## config.mk

```make
export PLATFORM = sky130hd
export DESIGN_NAME = usart_rx_buffered
export DESIGN_NICKNAME = d
export VERILOG_FILES = /design/src/rtl/usart_pkg.sv /design/src/rtl/usart_fifo.sv /design/src/rtl/usart_rx_buffered.sv
export SDC_FILE = /design/constraint.sdc
export NUM_CORES = 1
export LEC_CHECK = 0
export CORE_MARGIN = 1
export CORE_UTILIZATION = 25
export CTS_BUF_LIST = sky130_fd_sc_hd__clkbuf_4 sky130_fd_sc_hd__clkbuf_8
export DETAILED_ROUTE_END_ITERATION = 10
export GPL_TIMING_DRIVEN = 0
export PLACE_DENSITY_LB_ADDON = 0.2
export SYNTH_ARGS = -nofsm -noshare
export SYNTH_HDL_FRONTEND = slang
export SYNTH_SLANG_ARGS = --single-unit
```

## constraint.sdc

```tcl
create_clock -name serial_clock -period 6.7 [get_ports serial_clock]
set_clock_uncertainty 0.05 [all_clocks]
set_input_delay 1.675 -clock serial_clock [delete_from_list [all_inputs] [get_ports serial_clock]]
set_output_delay 1.675 -clock serial_clock [all_outputs]
set_load 0.05 [all_outputs]
```

## src/rtl/usart_pkg.sv

```systemverilog
// Shared types and helpers for the buffered USART receiver.
// Holds the receiver state encoding, the FIFO entry layout and small constant functions.
package usart_pkg;

    localparam int MAX_DATA_BITS = 8;

    typedef enum logic [2:0] {
        ST_IDLE       = 3'd0,
        ST_START      = 3'd1,
        ST_DATA       = 3'd2,
        ST_PARITY     = 3'd3,
        ST_STOP       = 3'd4,
        ST_BREAK_WAIT = 3'd5
    } rx_state_e;

    typedef struct packed {
        logic                     parity_error;
        logic                     frame_error;
        logic [MAX_DATA_BITS-1:0] data;
    } rx_entry_t;

    function automatic int clog2(input int value);
        int result;
        result = 0;
        for (int i = 0; i < 31; i++) begin
            if ((1 << i) < value) begin
                result = i + 1;
            end else begin
                result = result;
            end
        end
        return result;
    endfunction

    function automatic int mid_of(input int oversample);
        return oversample / 2;
    endfunction

    function automatic logic maj3(input logic a, input logic b, input logic c);
        return (a & b) | (a & c) | (b & c);
    endfunction

endpackage

```

## src/rtl/usart_fifo.sv

```systemverilog
// Synchronous FIFO with a registered head entry.
// The head register only changes on a pop or when a push lands in an empty FIFO.
module usart_fifo
    import usart_pkg::*;
#(
    parameter int WIDTH = 10,
    parameter int DEPTH = 4
) (
    input  logic                    i_clk,
    input  logic                    i_rst_n,
    input  logic                    i_push,
    input  logic [WIDTH-1:0]        i_data,
    input  logic                    i_pop,
    output logic [WIDTH-1:0]        o_data,
    output logic                    o_full,
    output logic                    o_empty,
    output logic [clog2(DEPTH):0]   o_count
);

    localparam int AW = clog2(DEPTH);
    localparam int CW = AW + 1;

    logic [WIDTH-1:0] r_mem [DEPTH];
    logic [AW-1:0]    r_wr;
    logic [AW-1:0]    r_rd;
    logic [CW-1:0]    r_count;
    logic [WIDTH-1:0] r_head;

    logic             w_pop_ok;
    logic             w_push_ok;
    logic [AW-1:0]    w_rd_nxt;

    assign o_empty   = (r_count == CW'(0));
    assign o_full    = (r_count == CW'(DEPTH));
    assign o_count   = r_count;
    assign o_data    = r_head;
    assign w_pop_ok  = i_pop && !o_empty;
    // A full FIFO still accepts a push when the head leaves in the same cycle.
    assign w_push_ok = i_push && (!o_full || w_pop_ok);
    assign w_rd_nxt  = r_rd + 1'b1;

    // Storage array write port.
    always_ff @(posedge i_clk) begin
        if (w_push_ok) begin
            r_mem[r_wr] <= i_data;
        end
    end

    // Pointers, occupancy count and registered head.
    always_ff @(posedge i_clk) begin
        if (!i_rst_n) begin
            r_wr    <= '0;
            r_rd    <= '0;
            r_count <= '0;
            r_head  <= '0;
        end else begin
            if (w_push_ok) begin
                r_wr <= r_wr + 1'b1;
            end
            if (w_pop_ok) begin
                r_rd <= w_rd_nxt;
            end
            r_count <= r_count + CW'(w_push_ok) - CW'(w_pop_ok);
            if (w_pop_ok) begin
                if (r_count > CW'(1)) begin
                    r_head <= r_mem[w_rd_nxt];
                end else if (w_push_ok) begin
                    r_head <= i_data;
                end
            end else if (w_push_ok && o_empty) begin
                r_head <= i_data;
            end
        end
    end

endmodule

```

## src/rtl/usart_rx_buffered.sv

```systemverilog
// Oversampling USART receiver with majority voting, parity, break detection and an output FIFO.
// The FSM, tick divider and voting run here; received words go through usart_fifo.
module usart_rx_buffered
    import usart_pkg::*;
#(
    parameter int DATA_BITS  = 8,
    parameter int OVERSAMPLE = 16,
    parameter int FIFO_DEPTH = 4,
    parameter int DIV_WIDTH  = 12
) (
    input  logic                 serial_clock,
    input  logic                 reset_n,
    input  logic [DIV_WIDTH-1:0] clocks_per_bit,
    input  logic                 parity_en,
    input  logic                 parity_odd,
    input  logic                 two_stop,
    input  logic                 rx_pin,
    output logic [DATA_BITS-1:0] data_out,
    output logic                 parity_error,
    output logic                 frame_error,
    output logic                 valid,
    input  logic                 ready,
    output logic                 overrun,
    input  logic                 clear_overrun,
    output logic                 break_detect,
    output logic                 rts_pin
);

    localparam int TW = clog2(OVERSAMPLE);
    localparam int CW = clog2(FIFO_DEPTH) + 1;
    localparam int EW = $bits(rx_entry_t);
    localparam logic [TW-1:0] T_MIDM1  = TW'(mid_of(OVERSAMPLE) - 1);
    localparam logic [TW-1:0] T_MID    = TW'(mid_of(OVERSAMPLE));
    localparam logic [TW-1:0] T_MIDP1  = TW'(mid_of(OVERSAMPLE) + 1);
    localparam logic [TW-1:0] T_LAST   = TW'(OVERSAMPLE - 1);
    localparam logic [2:0]    BIT_LAST = 3'(DATA_BITS - 1);

    logic [DIV_WIDTH-1:0] r_div_cnt;
    logic                 r_sync1;
    logic                 r_sync2;
    logic                 r_s0;
    logic                 r_s1;
    rx_state_e            r_state;
    logic [TW-1:0]        r_tcnt;
    logic [2:0]           r_bitcnt;
    logic [DATA_BITS-1:0] r_shift;
    logic                 r_par_bit;
    logic                 r_par_err;
    logic                 r_stop2;
    logic [2:0]           r_mode;
    logic                 r_break;
    logic                 r_overrun;
    logic                 r_rts;

    rx_state_e            w_state_n;
    logic [TW-1:0]        w_tcnt_n;
    logic [2:0]           w_bitcnt_n;
    logic [DATA_BITS-1:0] w_shift_n;
    logic                 w_par_bit_n;
    logic                 w_par_err_n;
    logic                 w_stop2_n;
    logic [2:0]           w_mode_n;
    logic                 w_push;
    logic                 w_break;

    logic [DIV_WIDTH-1:0] w_div;
    logic                 w_tick;
    logic                 w_vote;
    logic                 w_is_break;
    rx_entry_t            w_entry;
    rx_entry_t            w_head;
    logic [EW-1:0]        w_head_bits;
    logic                 w_full;
    logic                 w_empty;
    logic [CW-1:0]        w_count;
    logic                 w_pop;
    logic                 w_push_ok;
    logic [CW-1:0]        w_cnt_n;

    assign w_div  = clocks_per_bit >> TW;
    assign w_tick = (w_div == '0) || (r_div_cnt >= (w_div - 1'b1));
    assign w_vote = maj3(r_s0, r_s1, r_sync2);

    // Break: all-zero data, zero parity bit (cleared when absent) and a low final stop vote.
    assign w_is_break = (r_shift == '0) && !r_par_bit && !w_vote;
    assign w_entry    = {r_par_err, ~w_vote, MAX_DATA_BITS'(r_shift)};

    // Oversample tick divider.
    always_ff @(posedge serial_clock) begin
        if (!reset_n) begin
            r_div_cnt <= '0;
        end else if (w_tick) begin
            r_div_cnt <= '0;
        end else begin
            r_div_cnt <= r_div_cnt + 1'b1;
        end
    end

    // Two-flop synchroniser and the two early vote samples.
    always_ff @(posedge serial_clock) begin
        if (!reset_n) begin
            r_sync1 <= 1'b1;
            r_sync2 <= 1'b1;
            r_s0    <= 1'b1;
            r_s1    <= 1'b1;
        end else begin
            r_sync1 <= rx_pin;
            r_sync2 <= r_sync1;
            if (w_tick && (r_tcnt == T_MIDM1)) begin
                r_s0 <= r_sync2;
            end
            if (w_tick && (r_tcnt == T_MID)) begin
                r_s1 <= r_sync2;
            end
        end
    end

    // Receiver state and frame datapath registers.
    always_ff @(posedge serial_clock) begin
        if (!reset_n) begin
            r_state   <= ST_IDLE;
            r_tcnt    <= '0;
            r_bitcnt  <= 3'd0;
            r_shift   <= '0;
            r_par_bit <= 1'b0;
            r_par_err <= 1'b0;
            r_stop2   <= 1'b0;
            r_mode    <= 3'd0;
            r_break   <= 1'b0;
        end else begin
            r_state   <= w_state_n;
            r_tcnt    <= w_tcnt_n;
            r_bitcnt  <= w_bitcnt_n;
            r_shift   <= w_shift_n;
            r_par_bit <= w_par_bit_n;
            r_par_err <= w_par_err_n;
            r_stop2   <= w_stop2_n;
            r_mode    <= w_mode_n;
            r_break   <= w_break;
        end
    end

    // Next-state and strobe logic; r_mode = {parity_en, parity_odd, two_stop} latched at START entry.
    always_comb begin
        w_state_n   = r_state;
        w_tcnt_n    = r_tcnt;
        w_bitcnt_n  = r_bitcnt;
        w_shift_n   = r_shift;
        w_par_bit_n = r_par_bit;
        w_par_err_n = r_par_err;
        w_stop2_n   = r_stop2;
        w_mode_n    = r_mode;
        w_push      = 1'b0;
        w_break     = 1'b0;
        if (w_tick) begin
            w_tcnt_n = r_tcnt + 1'b1;
            case (r_state)
                ST_IDLE: begin
                    w_tcnt_n = '0;
                    if (!r_sync2) begin
                        w_state_n   = ST_START;
                        w_mode_n    = {parity_en, parity_odd, two_stop};
                        w_par_bit_n = 1'b0;
                        w_par_err_n = 1'b0;
                        w_stop2_n   = 1'b0;
                    end else begin
                        w_state_n = ST_IDLE;
                    end
                end
                ST_START: begin
                    if ((r_tcnt == T_MIDP1) && w_vote) begin
                        w_state_n = ST_IDLE;
                        w_tcnt_n  = '0;
                    end else if (r_tcnt == T_LAST) begin
                        w_state_n  = ST_DATA;
                        w_tcnt_n   = '0;
                        w_bitcnt_n = 3'd0;
                    end else begin
                        w_state_n = ST_START;
                    end
                end
                ST_DATA: begin
                    if (r_tcnt == T_MIDP1) begin
                        w_shift_n = {w_vote, r_shift[DATA_BITS-1:1]};
                    end else begin
                        w_shift_n = r_shift;
                    end
                    if (r_tcnt == T_LAST) begin
                        w_tcnt_n = '0;
                        if (r_bitcnt == BIT_LAST) begin
                            w_state_n = r_mode[2] ? ST_PARITY : ST_STOP;
                        end else begin
                            w_bitcnt_n = r_bitcnt + 3'd1;
                        end
                    end else begin
                        w_state_n = ST_DATA;
                    end
                end
                ST_PARITY: begin
                    if (r_tcnt == T_MIDP1) begin
                        w_par_bit_n = w_vote;
                        w_par_err_n = (^r_shift) ^ w_vote ^ r_mode[1];
                    end else if (r_tcnt == T_LAST) begin
                        w_state_n = ST_STOP;
                        w_tcnt_n  = '0;
                    end else begin
                        w_state_n = ST_PARITY;
                    end
                end
                ST_STOP: begin
                    if (r_tcnt == T_MIDP1) begin
                        if (r_mode[0] && !r_stop2 && w_vote) begin
                            w_state_n = ST_STOP;
                        end else if (w_is_break) begin
                            w_break   = 1'b1;
                            w_state_n = ST_BREAK_WAIT;
                            w_tcnt_n  = '0;
                        end else begin
                            w_push    = 1'b1;
                            w_state_n = ST_IDLE;
                            w_tcnt_n  = '0;
                        end
                    end else if (r_tcnt == T_LAST) begin
                        w_stop2_n = 1'b1;
                        w_tcnt_n  = '0;
                    end else begin
                        w_state_n = ST_STOP;
                    end
                end
                ST_BREAK_WAIT: begin
                    w_tcnt_n = '0;
                    if (r_sync2) begin
                        w_state_n = ST_IDLE;
                    end else begin
                        w_state_n = ST_BREAK_WAIT;
                    end
                end
                default: begin
                    w_state_n = ST_IDLE;
                    w_tcnt_n  = '0;
                end
            endcase
        end else begin
            w_tcnt_n = r_tcnt;
        end
    end

    usart_fifo #(
        .WIDTH (EW),
        .DEPTH (FIFO_DEPTH)
    ) u_fifo (
        .i_clk   (serial_clock),
        .i_rst_n (reset_n),
        .i_push  (w_push),
        .i_data  (w_entry),
        .i_pop   (w_pop),
        .o_data  (w_head_bits),
        .o_full  (w_full),
        .o_empty (w_empty),
        .o_count (w_count)
    );

    assign w_head    = w_head_bits;
    assign w_pop     = !w_empty && ready;
    assign w_push_ok = w_push && (!w_full || w_pop);
    assign w_cnt_n   = w_count + CW'(w_push_ok) - CW'(w_pop);

    // Sticky overrun (set beats clear) and rts tracking the post-edge occupancy.
    always_ff @(posedge serial_clock) begin
        if (!reset_n) begin
            r_overrun <= 1'b0;
            r_rts     <= 1'b1;
        end else begin
            if (w_push && w_full && !w_pop) begin
                r_overrun <= 1'b1;
            end else if (clear_overrun) begin
                r_overrun <= 1'b0;
            end
            r_rts <= (w_cnt_n >= CW'(FIFO_DEPTH - 1));
        end
    end

    assign data_out     = w_head.data[DATA_BITS-1:0];
    assign parity_error = w_head.parity_error;
    assign frame_error  = w_head.frame_error;
    assign valid        = !w_empty;
    assign overrun      = r_overrun;
    assign break_detect = r_break;
    assign rts_pin      = r_rts;

endmodule

```

==> reports/metrics.yaml <==
yosys:
  synthTopCellsByArea: "sky130_fd_sc_hd__dfxtp_1, sky130_fd_sc_hd__edfxtp_1, sky130_fd_sc_hd__ha_1"
  synth.ff_latch_count: 100
  ys_dominant_reg_cell: "sky130_fd_sc_hd__dfxtp_1"
  portion_of_synthesized_cell_area_occupied_by_the_leading_cell_type: 0.243
  synth_nets: 525
  post_synth_inst_count: 470
  yosysMostFrequentCell: "sky130_fd_sc_hd__dfxtp_1"
  synth_top_family_by_area: "simple AND/OR/NAND/NOR gates"
  synth_simple_gate_area_frac: 0.155
  synthesis.area_sq_um: 4950
  post_synth_num_cell_types: 51
  netlist.top_cell.by_area: "sky130_fd_sc_hd__dfxtp_1"
  syn_avg_cell_area_sq_um: 10.5
  synth.area.mux_share: 0.0597
  synth_seq_area_share: 0.486
  synth_xor_xnor_area_share: 0.0443
  area_share_of_fa_ha_maj_cells_after_synthesis: 0.0936
  synth_common_cells: "sky130_fd_sc_hd__dfxtp_1, sky130_fd_sc_hd__edfxtp_1, sky130_fd_sc_hd__ha_1, sky130_fd_sc_hd__nand2_1, sky130_fd_sc_hd__o21ai_0"
  synth-edff-count: 40
  synth_compound_area_frac: 0.123
  synth-async-reset-ratio: 0
  synth-warning-count: 0
pwr:
  p_sw_uw: 449
  cellPowerDensity_nw_per_um2: 249
  swShare: 0.312
  clockPowerShare: 0.289
  power.sequential.fraction: 0.474
  vdd_ir_drop_max_mv: 0.0880
  internal_power_uw: 988
  p_leak_nw: 2.06
  pwr-share-comb: 0.238
  totalPowerFinal_mw: 1.44
route:
  drt.antenna.violating_nets: 0
  drt-total-wl_um: 12100
  detail_route.iter0.violations: 255
  firstDrtPassIters: 5
  number_of_remaining_drc_errors: 0
  avgRoutedWirePerCell_um: 15.5
  post_drt_via_cell_ratio: 4.75
  routed-via-count: 3705
clocking:
  max_clock_buf_depth: 2
  post-cts-setup-buffers: 0
  clk_root_buffer_cell: "sky130_fd_sc_hd__clkbuf_8"
  cts_hold_buf: 0
  numClockSinks: 100
  cts-buffers-inserted: 9
  cts_tree: "built"
  cts_max_level: 3
  clk_transition_reported_paths_ns: 0.09
  post_cts_resized: 0
  clkLatencyLatePin_ns: 0.37
timing:
  final-setup-viol-count: 0
  tightestPinTransition_ns: 0.928
  setup_repair_after_global_routing_missed_its_margin: "no"
  timing.max_slew.rel_slack: 0.381
  crit_path_time_final_ns: 6.04
  achievable-frequency_mhz: 165
  hold_violations: 0
  timing.final.max_slew_violations: 0
  finalCritPeriodShare: 0.902
  fin_setup_tns_ns: 0
global_routing:
  maximum_number_of_pins_on_one_net_before_global_route_repair: 17
  via_count_of_the_first_global_routing_pass: 3644
  grt.met1_usage: 0.163
  groute.layer.met3.usage: 0.0245
  initial_antenna_violation_count: 0
  globalRouteMet2Util: 0.203
  grt_overflow: 0
  grt_most_used_layer: "met2"
  grt_pass1_wl_um: 19300
  grt_use_total: 0.126
setup_path:
  setup.worst_path.start_class: "input pin"
  critical_path_arrival_ns: 6.24
  path_max_fanout: 10
  critical-path-slowest-cell: "sky130_fd_sc_hd__or4_4"
  worst_path_most_repeated_cell: "sky130_fd_sc_hd__ha_1"
  timing.critical_path.slowest_cell_delay_ns: 0.58
  worst-setup-path-type: "in2reg"
  timing.critical_path.required_ns: 6.89
  number_of_stages_on_the_worst_setup_path: 16
  total_buffers_and_inverters_traversed_by_the_critical_path: 3
  critical_path.endpoint_type: "register"
  crit_family: "buffers and inverters"
  crit_chain: "clkdlybuf4s50_1, or4_4, nor4_1, xnor2_1, ha_1, a21oi_1, o21ai_0, a221o_2, a21oi_2, buf_2, clkbuf_1, nor3b_1, ha_1, fa_1, xor2_1, nand3_1"
  worstRegToRegCells: 12
final_layout:
  number_of_nets_at_the_end_of_the_flow: 565
  final_layout_size_suffix_gt1_frac: 0.0757
  fill_cells: 2042
  areaGrowthSynthToFinish_pct: 16.8
  final_cell_area_sq_um: 5780
  area_used_by_multi_input_combinational_logic_sq_um: 2350
  antennaDiodeCount: 0
  storage_element_area_sq_um: 2400
run:
  timing.max_cap.violations: 0
floorplan:
  placementRows: 51
  die-width_um: 143
  floorplan.io_pins: 34
  floorplan.initialDensity: 0.255
  core_area_sq_um: 19400
  die_boundary_height_um: 143
  floorplan.die_area_sq_um: 20400
placed_design:
  finalWeightedCongestion: 0.820
  port_buffers: 29
  place_hpwl_um: 8710
  dpl-instance-area_sq_um: 5570
status:
  run_status: "complete, no violations"
worst_hold_path:
  hp-class: "reg2reg"
  hold_depth: 1
-- per-layer routing --
metal | wire (um) | share of wire | vias up
met2 | 5620 | 0.47 | 77
met4 | 265 | 0.022 | 0
met1 | 5710 | 0.47 | 1809
met3 | 486 | 0.040 | 17
li1 | - | - | 1802
met5 | 0 | 0 | -
-- state kept, by name (all words and copies together) (netlist names), 3 cells and up --
register,flops
r_tcnt,4
u_fifo.o_count,3
r_shift,8
r_div_cnt,12
r_state,3
u_fifo.r_mem,40
r_mode,3
u_fifo.o_data,10
r_bitcnt,3
-- final cells by class --
cell class | count | share of cell area
inverters | 29 | 0.0188
well taps | 265 | 0.0574
clock buffers | 13 | 0.0288
plain buffers | 21 | 0.0143
flip-flops and latches | 100 | 0.416
repair buffers | 29 | 0.0502
multi-input cells | 320 | 0.407
clock inverters | 3 | 0.00779
-- cell usage in the layout (no fill, tap or decap), types with 4 or more instances in the layout --
cell type and n:
sky130_fd_sc_hd__ha_1 33, sky130_fd_sc_hd__nand2b_1 4, sky130_fd_sc_hd__nand3b_1 5, sky130_fd_sc_hd__nor3_1 6
sky130_fd_sc_hd__nand2_1 33, sky130_fd_sc_hd__xor2_1 13, sky130_fd_sc_hd__a211oi_1 12, sky130_fd_sc_hd__and2_1 9
sky130_fd_sc_hd__edfxtp_1 40, sky130_fd_sc_hd__and3_1 7, sky130_fd_sc_hd__mux4_2 10, sky130_fd_sc_hd__mux2i_1 7
sky130_fd_sc_hd__clkbuf_1 16, sky130_fd_sc_hd__xnor2_1 12, sky130_fd_sc_hd__nand3_1 23, sky130_fd_sc_hd__o21ai_0 33
sky130_fd_sc_hd__a311oi_1 8, sky130_fd_sc_hd__dfxtp_1 60, sky130_fd_sc_hd__nor2_1 27, sky130_fd_sc_hd__or4_1 6
sky130_fd_sc_hd__clkbuf_8 11, sky130_fd_sc_hd__inv_1 29, sky130_fd_sc_hd__a21oi_1 27, sky130_fd_sc_hd__clkdlybuf4s50_1 29
-- stage by stage --
step,hold WS (ns),setup slack [ns],instances,utilization
2_1_floorplan,0.336,1.44,470,-
3_3_place_gp,0.353,0.192,764,0.287
3_5_place_dp,0.357,0.167,764,0.287
4_1_cts,0.386,0.583,780,0.298
5_1_grt,0.401,0.242,780,0.298
6_report,0.381,0.656,780,0.298
-- power by group through the flow --
stage	sequential, mW	clock, mW	combinational [mW]
floorplan	0.743	0	0.188
global placement	0.694	0	0.341
detailed placement	0.695	0	0.343
CTS	0.681	0.429	0.345
global route	0.685	0.445	0.375
finish	0.681	0.415	0.342
-- cell families (layout without fill, tap and decap cells) --
family,Yosys count,in the layout
mux,17,17
simple gates,144,144
compound gates,98,98
fa+ha+maj,36,36
buf+inv,50,95
flops,100,100
xor+xnor,25,25
-- path summary, 6_finish.rpt --
check                               end  slack (ns)         startpoint
worst max register to register  rts_pin        3.02       r_div_cnt[7]
worst min register to register  r_sync2        0.38            r_sync1
worst min-delay path            r_sync2        0.38            r_sync1
worst max-delay path            rts_pin        0.66  clocks_per_bit[6]
(Power assumes the default switching activity.)
==> edit 1, RTL diff (same flow settings) <==
Encoding of `rx_state_e`: now one-hot (6 bits for 6 states).
--- a/src/rtl/usart_pkg.sv
+++ b/src/rtl/usart_pkg.sv
@@ -5,11 +5,11 @@
     localparam int MAX_DATA_BITS = 8;
 
-    typedef enum logic [2:0] {
-        ST_IDLE       = 3'd0,
-        ST_START      = 3'd1,
-        ST_DATA       = 3'd2,
-        ST_PARITY     = 3'd3,
-        ST_STOP       = 3'd4,
-        ST_BREAK_WAIT = 3'd5
+    typedef enum logic [5:0] {
+        ST_IDLE       = 6'b000001,
+        ST_START      = 6'b000010,
+        ST_DATA       = 6'b000100,
+        ST_PARITY     = 6'b001000,
+        ST_STOP       = 6'b010000,
+        ST_BREAK_WAIT = 6'b100000
     } rx_state_e;
 
Formal check against the unedited RTL: no difference found for any inputs over 10 cycles, from zero or initial values and one cycle with reset_n low; not proved beyond that.
==> edit 1 against the original RTL <==
  * Wire length increased by 0.46%
  * Register-to-register slack improved by 0.31 ns
  * Synthesized area increased by 3.5%
  * Hold slack got worse by 0.0020 ns
  * Count of clock-buffer cells in the layout decreased by 3
  * Global-route usage decreased by 0.52 points
  * Via count decreased by 0.97%
  * Sequential cell count increased by 3
  * Setup slack improved by 0.39 ns
  * Cell area increased by 2.6%
  * Total power decreased by 1.1%
  * Die area increased by 3.4%
  * Critical path type unchanged
  * Largest power group unchanged
==> edit 1: results (changes against the original RTL) <==
- Run status: finished, final reports clean (unchanged)
- Skew-Pair Late Insertion Delay: 0.39 ns (was 0.37 ns)
- Metal2 WL: 5.62 mm (about the same)
- Maximum VDD drop: 0.0995 mV (was 0.0880 mV)
- Post-place setup slack: 0.623 ns (was 0.167 ns)
- Proportion of power drawn by combinational gates: 23.2% (was 23.8%)
- Total routed wire length on the met1 layer: 5.80 mm (was 5.71 mm)
- Antenna violations before repair: 0 (unchanged)
- Distinct cells, synth: 62 (was 51)
- Worst relative slew slack: 39.5% (was 38.1%)
- Met3 usage in global routing: 2.23% (was 2.45%)
- Number of diodes: 0 (unchanged)
- Start of the worst register-to-register path: r_div_cnt[0] (was r_div_cnt[7])
- Number of flip-flops under the largest register name: 40 (unchanged)
- Share of cells above drive strength 1: 7.85% (was 7.57%)
- Placed insts: 771 (was 764)
- Placement Cell Area: 5740 µm² (was 5570 µm²)
- Portion of the post-synthesis area used by sequential elements: 48.1% (was 48.6%)
- GRT Total Usage: 12.1% (was 12.6%)
- Count of filler cells inserted in the layout: 2091 (was 2042)
- Largest cells by area after synthesis: dfxtp_1, edfxtp_1, ha_1 (unchanged)
- Highest net fanout along the worst path: 10 (unchanged)
- HPWL after detailed placement: 8.56 mm (was 8.71 mm)
- Met3 WL: 423 µm (was 486 µm)
- Initial drt markers: 162 (was 255)
- Number of nets produced by synthesis: 532 (was 525)
- Final Instance Count excl. Fillers: 787 (was 780)
- Pin count of the biggest net entering global routing: 20 (was 17)
- Post-DR wirelength/cell: 15.4 µm (was 15.5 µm)
- GR Util met2: 19.2% (was 20.3%)
- List of most frequent post-synthesis cells: dfxtp_1, nor2_1, edfxtp_1, ha_1, inv_1 (was dfxtp_1, edfxtp_1, ha_1, nand2_1, o21ai_0)
- Final #Nets: 572 (was 565)
- Reported leakage power: 2.14 nW (was 2.06 nW)
- Arrival time reported for the critical path endpoint: 5.63 ns (was 6.24 ns)
- Share of power burned in registers: 49.3% (was 47.4%)
- Count of TritonRoute iterations in the first routing pass: 6 (was 5)
- CTS Buffer Depth: 2 (unchanged)
- DR vias: 3669 (was 3705)
- CTS clk-pin slew, worst paths: 0.10 ns
- Area of the multi-input gates: 2460 µm² (was 2350 µm²)
- Power spent charging and discharging nets: 469 µW (was 449 µW)
- Met1 routing resource usage after global routing: 15.7% (was 16.3%)
- GP Congestion: 0.767 (was 0.820)
- Synthesized area per cell: 10.7 µm² (was 10.5 µm²)
- First-pass GRT wire length: 19.4 mm (was 19.3 mm)
[edit 1: changes by cell type in the layout (fill, tap and decap cells not counted), moves of 4 or more]
| cell | before | now |
|---|---|---|
| nor4_1 | 2 | 6 |
| nor3_1 | 6 | 11 |
| mux2i_1 | 7 | 23 |
| a211oi_1 | 12 | 1 |
| nand2_1 | 33 | 23 |
| a311oi_1 | 8 | 3 |
| nand3_1 | 23 | 11 |
| nor2_1 | 27 | 49 |
| o21a_1 | 0 | 4 |
| o21ai_0 | 33 | 20 |
[edit 1: cells by family (layout without fill, tap and decap cells)]
group	Yosys count	count (layout)	synth area share (%)
buf+inv	49	94	3.86
fa+ha+maj	36	36	9.05
compound gates	80	80	10.2
xor+xnor	27	27	4.62
flops	103	103	48.1
simple gates	149	149	15.3
mux	33	33	8.90
[edit 1: metrics by stage]
stage	power, mW	hold WS (ns)
global placement	1.04	0.357
finish	1.42	0.379
floorplan	0.939	0.336
detailed placement	1.05	0.356
CTS	1.45	0.384
global route	1.51	0.400
[edit 1: critical path: stages]
cell	delay, ns
clkdlybuf4s50_1	0.49
or4_4	0.60
nor3_4	0.18
nand2_1	0.16
ha_1	0.33
nand2_1	0.07
nor2_1	0.16
or4b_1	0.45
buf_2	0.21
a311oi_2	0.65
and2_1	0.65
[edit 1: worst paths after layout]
kind                         to  slack, ns  cells past startpoint
min reg2reg             r_sync2       0.38                      1
max          u_fifo.r_mem[0][5]       1.05                     11
min                     r_sync2       0.38                      1
max reg2reg  u_fifo.r_mem[0][5]       3.33                      8
[edit 1: area by class of cell]
type,count,area share (%)
inverter,29,1.84
clock buffer,10,2.22
multi-input combinational,325,41.4
clock inverter,6,1.01
timing repair buffer,29,4.89
tap,265,5.59
sequential,103,41.5
buffer,20,1.50
==> edit 2, RTL diff (config.mk and constraints unchanged) <==
Without the edit above. `OVERSAMPLE`: 16 -> 32.
--- a/src/rtl/usart_rx_buffered.sv
+++ b/src/rtl/usart_rx_buffered.sv
@@ -5,5 +5,5 @@
 #(
     parameter int DATA_BITS  = 8,
-    parameter int OVERSAMPLE = 16,
+    parameter int OVERSAMPLE = 32,
     parameter int FIFO_DEPTH = 4,
     parameter int DIV_WIDTH  = 12
Check against the original RTL: same outputs for any inputs over 10 cycles, from zero or initial values and one cycle with reset_n low; that may be too few to reach the edited logic, so the function may still have changed.
==> edit 2 against the original RTL <==
  * Non-clock buffer count rose by 3
  * Count of clock-buffer cells in the layout fell by 4
  * Global-route usage rose by 0.59 points
  * Setup slack improved by 0.42 ns
  * Register-to-register slack improved by 0.31 ns
  * Final cell count rose by 1.2%
  * Sequential cell count rose by 1
  * Total power fell by 1.3%
  * Wire length rose by 4.3%
  * Highest routed layer unchanged
  * Cell area rose by 1.7%
  * Synthesized area rose by 3.0%
  * Via count rose by 0.49%
  * Utilization barely moved
==> edit 2: results (changes against the original RTL) <==
- Run status: finished, final reports clean (unchanged)
- Number of diodes: 0 (unchanged)
- Portion of the post-synthesis area used by sequential elements: 47.6% (was 48.6%)
- Most frequently used flop master after synthesis: dfxtp_1 (unchanged)
- Post-place setup slack: 0.609 ns (was 0.167 ns)
- Distinct cells, synth: 56 (was 51)
- Count of TritonRoute iterations in the first routing pass: 5 (unchanged)
- CTS Buffer Depth: 2 (unchanged)
- GP Congestion: 0.883 (was 0.820)
- Avg Vias per Cell: 4.72 (was 4.75)
- Slowest cell on the critical path: o211ai_1 (was or4_4)
- Antenna violations before repair: 0 (unchanged)
- Pin count of the biggest net entering global routing: 20 (was 17)
- Reported leakage power: 2.07 nW (was 2.06 nW)
- Highest net fanout along the worst path: 10 (unchanged)
- Number of instances on the worst hold path: 1 (unchanged)
- Final TNS setup: 0 ns (unchanged)
- Via count of the first global-routing pass: 3730 (was 3644)
- Count of filler cells inserted in the layout: 2031 (was 2042)
- Final Hold Fails: 0 (unchanged)
- Met1 routing resource usage after global routing: 18.0% (was 16.3%)
- Number of port buffers: 27 (was 29)
- Number of enable flip-flop cells after synthesis: 40 (unchanged)
- Fraction of synthesis flops using an asynchronous set or reset pin: 0% (unchanged)
- Placed insts: 773 (was 764)
- List of most frequent post-synthesis cells: dfxtp_1, edfxtp_1, ha_1, o21ai_0, nand3_1 (was dfxtp_1, edfxtp_1, ha_1, nand2_1, o21ai_0)
- Largest cells by area after synthesis: dfxtp_1, edfxtp_1, ha_1 (unchanged)
- Number of levels the H-tree was split into: 3 (unchanged)
- Worst relative slew slack: 39.4% (was 38.1%)
- Top-area cell type share of the netlist area: 24.0% (was 24.3%)
- Yosys warnings: 0 (unchanged)
- GR Util met2: 21.0% (was 20.3%)
- Buffer type at the clock tree root: clkbuf_8 (unchanged)
- Number of flip-flops under the largest register name: 40 (unchanged)
- Cell count after synthesis: 481 (was 470)
- Maximum VDD drop: 0.121 mV (was 0.0880 mV)
- Skew-Pair Late Insertion Delay: 0.39 ns (was 0.37 ns)
- Final Instance Count excl. Fillers: 789 (was 780)
- Path depth of the worst reg2reg path: 10 (was 12)
- Post-DR wirelength/cell: 16.0 µm (was 15.5 µm)
- Final #Nets: 575 (was 565)
- Most numerous cell in the Yosys netlist: dfxtp_1 (unchanged)
- HPWL after detailed placement: 9.20 mm (was 8.71 mm)
- Post-cts resize count: 0 (unchanged)
- Register ranked first by flip-flop count: u_fifo.r_mem (unchanged)
- Max stage delay on crit path: 0.59 ns
- Hold Path Class: reg -> reg (unchanged)
- CTS clk-pin slew, worst paths: 0.11 ns (was 0.09 ns)
- First-pass GRT wire length: 20.5 mm (was 19.3 mm)
- Initial drt markers: 261 (was 255)
- Met3 usage in global routing: 2.07% (was 2.45%)
- Buffer count from post-CTS setup fixing: 0 (unchanged)
- TritonCTS Buffers: 9 (unchanged)
- Arrival time reported for the critical path endpoint: 5.83 ns (was 6.24 ns)
- Number of nets produced by synthesis: 537 (was 525)
- Share of cells above drive strength 1: 7.82% (was 7.57%)
- GRT Total Usage: 13.2% (was 12.6%)
[edit 2: cells by family after synthesis]
kind of cell,Yosys count,synth area share (%)
and+or+nand+nor,147,16.1
AOI/OAI and AO/OA,101,12.3
DFF,101,47.6
buffers and inverters,52,4.37
adders and majority gates,37,9.36
xor gates and xnor gates,25,4.30
muxes,18,6.00
[edit 2: critical path: cells and delay by family]
kind                       cells  cell delay, ns
and+or+nand+nor                7            1.41
adders and majority gates      4            1.01
buffers and inverters          3            0.94
AOI/OAI and AO/OA              1            0.59
xor gates and xnor gates       1            0.17
[edit 2: metal layers]
layer | vias up | routed length (µm)
li1 | 1840 | -
met1 | 1794 | 6060
met2 | 77 | 5940
met3 | 12 | 419
met4 | 0 | 183
met5 | - | 0
[edit 2: through the flow]
stage / power [mW] / cell area (µm²)
6_report: 1.42 / 5880
5_1_grt: 1.50 / 5880
4_1_cts: 1.44 / 5880
3_5_place_dp: 1.05 / 5690
3_3_place_gp: 1.05 / 5690
2_1_floorplan: 0.941 / 5090
[edit 2: power by group]
| group | internal (mW) | switching [mW] |
|---|---|---|
| sequential | 0.664 | 0.0229 |
| clock | 0.144 | 0.242 |
| combinational | 0.130 | 0.215 |
| total | 0.938 | 0.480 |
[edit 2: path summary, 6_finish.rpt]
path	from	end	slack [ns]
hold / removal	r_sync1	r_sync2	0.39
setup reg to reg	r_div_cnt[8]	rts_pin	3.33
setup / recovery	clocks_per_bit[5]	rts_pin	1.07
hold reg to reg	r_sync1	r_sync2	0.39
[edit 2: final cells by class]
class / count / share of cell area, %
clock inverter: 7 / 1.04
tap: 265 / 5.64
buffer: 26 / 2.13
multi-input combinational: 328 / 41.6
inverter: 26 / 1.66
clock buffer: 9 / 2.11
sequential: 101 / 41.2
timing repair buffer: 27 / 4.60
